==> config.mk <==
export PLATFORM = sky130hd
export DESIGN_NAME = mux_key_reg
export DESIGN_NICKNAME = d
export VERILOG_FILES = /design/src/rtl/mux_key_reg.sv
export SDC_FILE = /design/constraint.sdc
export NUM_CORES = 1
export LEC_CHECK = 0
export CORE_AREA = 2 2 39 41
export DETAILED_ROUTE_END_ITERATION = 6
export DIE_AREA = 0 0 41 43
export MAX_ROUTING_LAYER = met4
export PLACE_DENSITY = 0.3
export SLEW_MARGIN = 40
export SYNTH_ARGS = -nofsm -noshare
export SYNTH_HDL_FRONTEND = slang
export SYNTH_SLANG_ARGS = --single-unit
==> constraint.sdc <==
create_clock -name clk -period 1.1 [get_ports clk]
set_clock_uncertainty 0.15 [all_clocks]
set_input_delay 0.275 -clock clk [delete_from_list [all_inputs] [get_ports clk]]
set_output_delay 0.275 -clock clk [all_outputs]
set_load 0.02 [all_outputs]
==> src/rtl/mux_key_reg.sv <==
// mux_key_reg: keyed lookup multiplexer with a registered output stage.
//
// The table `lut` packs NR_KEY {key, data} pairs. Entry 0 sits at the MSB end
// and entry NR_KEY-1 ends at bit 0. `out`/`hit` are a pure combinational
// lookup of `key`. When several entries carry the same key, the lowest index
// wins. `q` is a write-enabled register of `out` with synchronous
// active-high reset.
//
// Build option: define MUX_KEY_REG_DEFAULT_EN to add the `default_out` port.
// On a miss, `out` then equals `default_out`. Without the macro, a miss
// drives `out` to zero. `hit` is the same in both builds.
module mux_key_reg #(
    parameter int                     NR_KEY    = 2,
    parameter int                     KEY_LEN   = 1,
    parameter int                     DATA_LEN  = 1,
    parameter logic [DATA_LEN-1:0]    RESET_VAL = '0
) (
    input  logic                                   clk,
    input  logic                                   rst,
    input  logic [KEY_LEN-1:0]                     key,
    input  logic [NR_KEY*(KEY_LEN+DATA_LEN)-1:0]   lut,
    input  logic                                   wen,
`ifdef MUX_KEY_REG_DEFAULT_EN
    input  logic [DATA_LEN-1:0]                    default_out,
`endif
    output logic [DATA_LEN-1:0]                    out,
    output logic                                   hit,
    output logic [DATA_LEN-1:0]                    q
);

    localparam int ENTRY_W = KEY_LEN + DATA_LEN;
    localparam int TABLE_W = NR_KEY * ENTRY_W;

    // Unpacked view of the table. Entry g starts ENTRY_W*g bits below the MSB.
    logic [KEY_LEN-1:0]  key_tab  [NR_KEY];
    logic [DATA_LEN-1:0] data_tab [NR_KEY];

    for (genvar g = 0; g < NR_KEY; g++) begin : g_unpack
        assign key_tab[g]  = lut[TABLE_W - 1 - g*ENTRY_W -: KEY_LEN];
        assign data_tab[g] = lut[TABLE_W - 1 - g*ENTRY_W - KEY_LEN -: DATA_LEN];
    end

    // Value presented on a miss.
    logic [DATA_LEN-1:0] miss_val;
`ifdef MUX_KEY_REG_DEFAULT_EN
    assign miss_val = default_out;
`else
    assign miss_val = '0;
`endif

    logic [DATA_LEN-1:0] out_d;
    logic                hit_d;
    logic [DATA_LEN-1:0] q_q;

    // Lookup: scan from the highest index down so the lowest matching index
    // is the last to write. That entry wins on duplicate keys.
    always_comb begin
        hit_d = 1'b0;
        out_d = miss_val;
        for (int i = NR_KEY - 1; i >= 0; i--) begin
            if (key_tab[i] == key) begin
                hit_d = 1'b1;
                out_d = data_tab[i];
            end
        end
    end

    // Output register: reset has priority over load. With neither asserted,
    // the register holds its value.
    always_ff @(posedge clk) begin
        if (rst) begin
            q_q <= RESET_VAL;
        end else if (wen) begin
            q_q <= out_d;
        end
    end

    assign out = out_d;
    assign hit = hit_d;
    assign q   = q_q;

endmodule

==> results of run 1 <==
[cells in the mapped netlist, drive strengths merged]
cell / n
inv: 3
nand2: 3
a21oi: 1
a41o: 1
and2: 1
dfxtp: 1
nor2b: 1
nor3: 1
nor3b: 1
o211ai: 1
o221ai: 1
[how the worst max path moves through the flow]
stage / from / slack, ns / depth (start not counted) / to
after CTS: lut[1] / -0.22 / 5 / out
after floorplan: lut[0] / -0.01 / 3 / out
after detailed placement: lut[3] / -1.18 / 5 / out
after global placement: lut[3] / -1.21 / 5 / out
final: lut[1] / -0.24 / 5 / out
after global routing: lut[3] / -0.29 / 4 / out
[power by group]
| part | switching [mW] | internal, mW | total (mW) |
|---|---|---|---|
| logic | 0.0550 | 0.0787 | 0.134 |
| registers | 0.000923 | 0.0396 | 0.0405 |
| clock network | 0 | 0 | 0 |
| total | 0.0559 | 0.118 | 0.174 |
[per-stage QoR]
step	hold slack (ns)	setup WS [ns]	setup TNS, ns	instance area, um^2
after CTS	0.501	-0.218	-0.576	322
final	0.486	-0.238	-0.504	342
after global placement	0.475	-1.21	-3.08	262
after floorplan	0.277	-0.0116	-0.0116	111
after detailed placement	0.492	-1.18	-3.05	262
after global routing	0.540	-0.292	-0.619	342
[worst max-delay path, cell delays in order]
cell and delay, ns:
buf_6 0.10, buf_6 0.12, o221ai_4 0.15, and2_4 0.17
buf_6 0.11
[cell families (layout without fill, tap and decap cells)]
group / after synthesis / after routing / share of synthesized area, %
simple gates: 7 / 7 / 36.7
flops: 1 / 1 / 20.3
buf+inv: 3 / 18 / 11.4
compound gates: 4 / 4 / 31.6
[repair_timing]
action / 4_1_cts / 5_1_grt
setup buffers: 3 / 1
setup endpoints to repair: 4 / 3
gates resized for setup: 55 / 5
pin swaps: 8 / 4
[area by class of cell]
type | count | area, um^2 | share of cell area [%]
repair buffers | 15 | 166 | 48.7
well taps | 16 | 20.0 | 5.86
inverters | 3 | 13.8 | 4.03
flip-flops and latches | 1 | 20.0 | 5.86
multi-input cells | 11 | 121 | 35.5
[layer usage]
| metal | part of all wire (%) | global-route usage (%) | up-vias |
|---|---|---|---|
| li1 | - | - | 84 |
| met1 | 36 | 5.40 | 77 |
| met2 | 50 | 9.38 | 11 |
| met3 | 14 | 0 | 0 |
| met4 | 0 | 0 | 0 |
| met5 | 0 | - | - |
==> impl_results.md, run 1 <==
* HP Class: flip-flop to flip-flop
* Total grt overflow at 0
* Core area at 1380 um^2
* Area leader, netlist: dfxtp_1
* Post-Syn Nets at 23
* Hold path cells at 2
* Worst Path Arrival at 0.91 ns
* Non-filler cells, final at 46
* Pin slew with the least headroom to its limit at 0.207 ns
* Status: finished, violations left
* Wire per inst at 10.3 um
* DP Wirelength at 296 um
* PwrDens at 510 nW/um^2
* Final Wtd Congestion at 0.545
* Final WS setup at -0.238 ns
* Post-synthesis sequential area ratio at 20.3%
* Hold buffer count at CTS at 0
* CP Launch Type: primary input
* Setup crit end kind: output port
* F_max at 748 MHz
* Distinct cells, synth at 11
* Lkg Pwr at 0.162 nW
* Final wirelength at 472 um
* Inserted Diodes at 0
* Die H at 43 um
* Die width at 41 um
* Vias per cell at 3.74
* Leading cell type in the layout, fill and taps excluded: buf_6
* Post-synth top area share at 20.3%
* R2r worst-path depth at 2
* Initial antenna violation count at 0
* Commonest cells after routing, fill and taps aside: buf_6, dlygate4sd2_1, nand2_4
* Vias in the first global route at 175
* Worst EP required at 0.67 ns
* Top post-synthesis cells by area: dfxtp_1, inv_1, nand2_1, a41o_1, o221ai_1
* Antenna viol nets, final at 0
* First-pass GRT wire length at 634 um
* VDD IR-drop max at 0.000220 V
* Die area at 1760 um^2
* Port bufs at 10
* Share of cells above drive strength 1 at 73.3%
* Pre-antenna DRT Iters at 1
* Worst hold endpoint: q
* Synth-to-layout area growth at 246%
* Rows at 14
* Kind of critical path: primary input to output port
* Cells after DPL at 45
* Max reg flops at 1
* Fin. Hold Viols at 0
* Gr usage total at 4.82%
* Fillcell total at 152
* Synth Register Bits at 1
* Nets at 40
* Slew margin rel. at 86.2%
* Vias post-DR at 172
* Failing checks: setup timing
* Synth Area per Inst at 6.59 um^2
* RSZ-0062 raised after global routing: yes
* Final slew viol count at 0
* Yosys warns at 0
* R2R Setup Slk at 0.23 ns
* RR Endpoint: q
* Hold path start: q
* Critical Path Fanout Max at 3
* Pin count of the biggest net entering global routing at 6
* DRT iter0 DRCs at 0
* Final setup viols at 3
* Critical R2R Launch: q
* Max-cap check violation count at 0
* Power, Total at 0.174 mW
* # IOs at 11
* Post-Synthesis Cells at 15
* Clock slew at reported path FFs at 0 ns
* Final period utilization at 122%
* Fin crit period at 1.34 ns
* Worst-Skew Late Latency at 0 ns
* Starting Density at 7.14%
* Mapped cell area at 98.8 um^2
* Post-route DRC at 0
* Core Util, Final at 24.7%
Note: power is estimated with default switching activity, not from simulation.
==> run 2: changes to the inputs <==
--- a/config.mk
+++ b/config.mk
@@ -10,6 +10,7 @@
 export DIE_AREA = 0 0 41 43
 export MAX_ROUTING_LAYER = met4
 export PLACE_DENSITY = 0.3
+export SETUP_SLACK_MARGIN = 0.15
 export SLEW_MARGIN = 40
 export SYNTH_ARGS = -nofsm -noshare
 export SYNTH_HDL_FRONTEND = slang
==> run 2 against run 1 <==
  * The flow still finishes with violations (setup timing)
  * Sequential power barely moved
  * Via count down 4.1%
  * Core utilization decreased by 3.9 points
  * Global-route usage is 0.92 points lower
  * Maximum frequency barely moved
  * Design area shrank 16%
  * Sequential cell count unchanged
  * Register-to-register slack barely moved
  * Largest cell class unchanged
  * Cell count is 2.2% higher
==> impl_results.md, run 2 (same netlist as run 1, synthesis figures left out) <==
* First-pass GRT wire length at 510 um (-20%)
* Worst hold endpoint: q
* Die area at 1760 um^2 (unchanged)
* Status: finished, violations left
* RSZ-0062 raised after global routing: yes
* Starting Density at 7.14% (unchanged)
* Port bufs at 10 (unchanged)
* RR Endpoint: q
* Worst Path Arrival at 0.91 ns (about the same)
* Commonest cells after routing, fill and taps aside: buf_4, buf_6, buf_2, inv_2, clkdlybuf4s50_1
* Power, Total at 0.152 mW (-13%)
* R2R Setup Slk at 0.22 ns (about the same)
* Critical Path Fanout Max at 3 (unchanged)
* Initial antenna violation count at 0 (unchanged)
* Pin slew with the least headroom to its limit at 0.215 ns (+0.00835 ns)
* Leading cell type in the layout, fill and taps excluded: buf_4
* # IOs at 11 (unchanged)
* Flop pwr share at 26.8% (+3.6 points)
* Post-route DRC at 0 (unchanged)
* Share of cells above drive strength 1 at 74.2% (+0.86 points)
* Die H at 43 um (unchanged)
* Final slew viol count at 0 (unchanged)
* Core area at 1380 um^2 (unchanged)
* Switching part of the total at 30.0% (-2.1 points)
* Kind of critical path: primary input to output port
* Critical R2R Launch: q
* Inserted Diodes at 0 (unchanged)
* Area of the multi-input gates at 95.1 um^2 (-22%)
* Fillcell total at 160 (+5.3%)
* CP Launch Type: primary input
* Die width at 41 um (unchanged)
* Final WS setup at -0.237 ns (+0.00114 ns)
* Fin crit period at 1.34 ns (-0.00114 ns)
* PwrDens at 529 nW/um^2 (+3.8%)
* Clk pwr share at 0% (unchanged)
* Setup crit end kind: output port
* Worst-Skew Late Latency at 0 ns (unchanged)
* Internal at 0.107 mW (-9.9%)
* Slew margin rel. at 85.6% (-0.56 points)
* Comb power frac at 73.2% (-3.6 points)
* DP Wirelength at 290 um (-2.1%)
* Hold path cells at 2 (unchanged)
* Vias per cell at 3.51 (-6.1%)
* Max reg flops at 1 (unchanged)
* Failing checks: setup timing
* Total grt overflow at 0 (unchanged)
* Clock slew at reported path FFs at 0 ns (unchanged)
* Wire per inst at 7.66 um (-25%)
* Final setup TNS at -0.619 ns (-0.115 ns)
* Vias in the first global route at 150 (-14%)
* R2r worst-path depth at 2 (unchanged)
* Gr usage total at 3.90% (-0.92 points)
* Final Wtd Congestion at 0.546 (+0.17%)
* Fin. Hold Viols at 0 (unchanged)
* Worst EP required at 0.67 ns (about the same)
* HP Class: flip-flop to flip-flop
* F_max at 748 MHz (about the same)
* NetSw at 0.0457 mW (-18%)
* Final wirelength at 360 um (-24%)
* Vias post-DR at 165 (-4.1%)
* Final period utilization at 122% (about the same)
* Storage element area at 21.3 um^2 (+6.2%)
* Antenna viol nets, final at 0 (unchanged)
* Lkg Pwr at 0.138 nW (-15%)
* Hold path start: q
* Pin count of the biggest net entering global routing at 7 (+1)
* Nets at 41 (+2.5%)
* VDD IR-drop max at 0.000273 V (+24%)
* Final setup viols at 3 (unchanged)
* WHS at 0.478 ns (-0.00851 ns)
* Rows at 14 (unchanged)
* DRT iter0 DRCs at 2 (+2)
* Max-cap check violation count at 0 (unchanged)
* Pre-antenna DRT Iters at 2 (+1)
* Synth-to-layout area growth at 191%
[run 2: changes by cell type in the layout (fill, tap and decap cells not counted), moves of 2 or more]
cell | previous run | this run
buf_6 | 10 | 4
buf_4 | 1 | 6
buf_2 | 0 | 3
dlygate4sd2_1 | 3 | 0
clkdlybuf4s50_1 | 0 | 2
[run 2: how the worst max path moves through the flow]
stage	start	endpoint	slack, ns	depth (start not counted)
2_1_floorplan	lut[0]	out	-0.003	3
3_3_place_gp	lut[3]	out	-1.19	5
3_5_place_dp	lut[3]	out	-1.21	5
4_1_cts	lut[1]	out	-0.23	5
5_1_grt	lut[3]	out	-0.27	4
6_report	lut[1]	out	-0.24	5
[run 2: timing repair]
item / 4_1_cts / 5_1_grt
endpoints found under the hold margin: 0 / 0
gates cloned: 0 / 0
resized for setup: 44 / 2
hold buffers: 0 / 0
endpoints found under the setup margin: 4 / 3
buffers inserted: 3 / 0
pin swaps: 5 / 3
[run 2: stage by stage]
| stage | area (um^2) | setup WS, ns | instances | utilization (%) |
|---|---|---|---|---|
| 4_1_cts | 280 | -0.225 | 47 | 20.3 |
| 5_1_grt | 288 | -0.274 | 47 | 20.8 |
| 3_5_place_dp | 263 | -1.21 | 44 | 19.0 |
| 2_1_floorplan | 120 | -0.00330 | 15 | - |
| 3_3_place_gp | 263 | -1.19 | 44 | 19.0 |
| 6_report | 288 | -0.237 | 47 | 20.8 |
[run 2: final cells by class]
type | count | area share [%]
timing repair buffer | 16 | 48.7
multi-input combinational | 11 | 33.0
sequential | 1 | 7.39
tap | 16 | 6.96
inverter | 3 | 3.91
[run 2: power by group through the flow]
stage	Combinational (mW)	Sequential (mW)	Clock [mW]
after floorplan	0.0335	0.0443	0
after global placement	0.0991	0.0410	0
after detailed placement	0.0996	0.0411	0
after CTS	0.109	0.0409	0
after global routing	0.119	0.0412	0
final	0.111	0.0408	0
[run 2: routing by layer]
layer  share of wire (%)  global-route usage (%)
met4                   0                       0
met2                  45                    8.13
met5                   0                       -
met3                  16                       0
met1                  39                    3.82
[run 2: critical path, cell delays in order]
cell      delay (ns)
buf_6           0.10
buf_6           0.11
o221ai_2        0.14
and2_4          0.17
buf_6           0.11
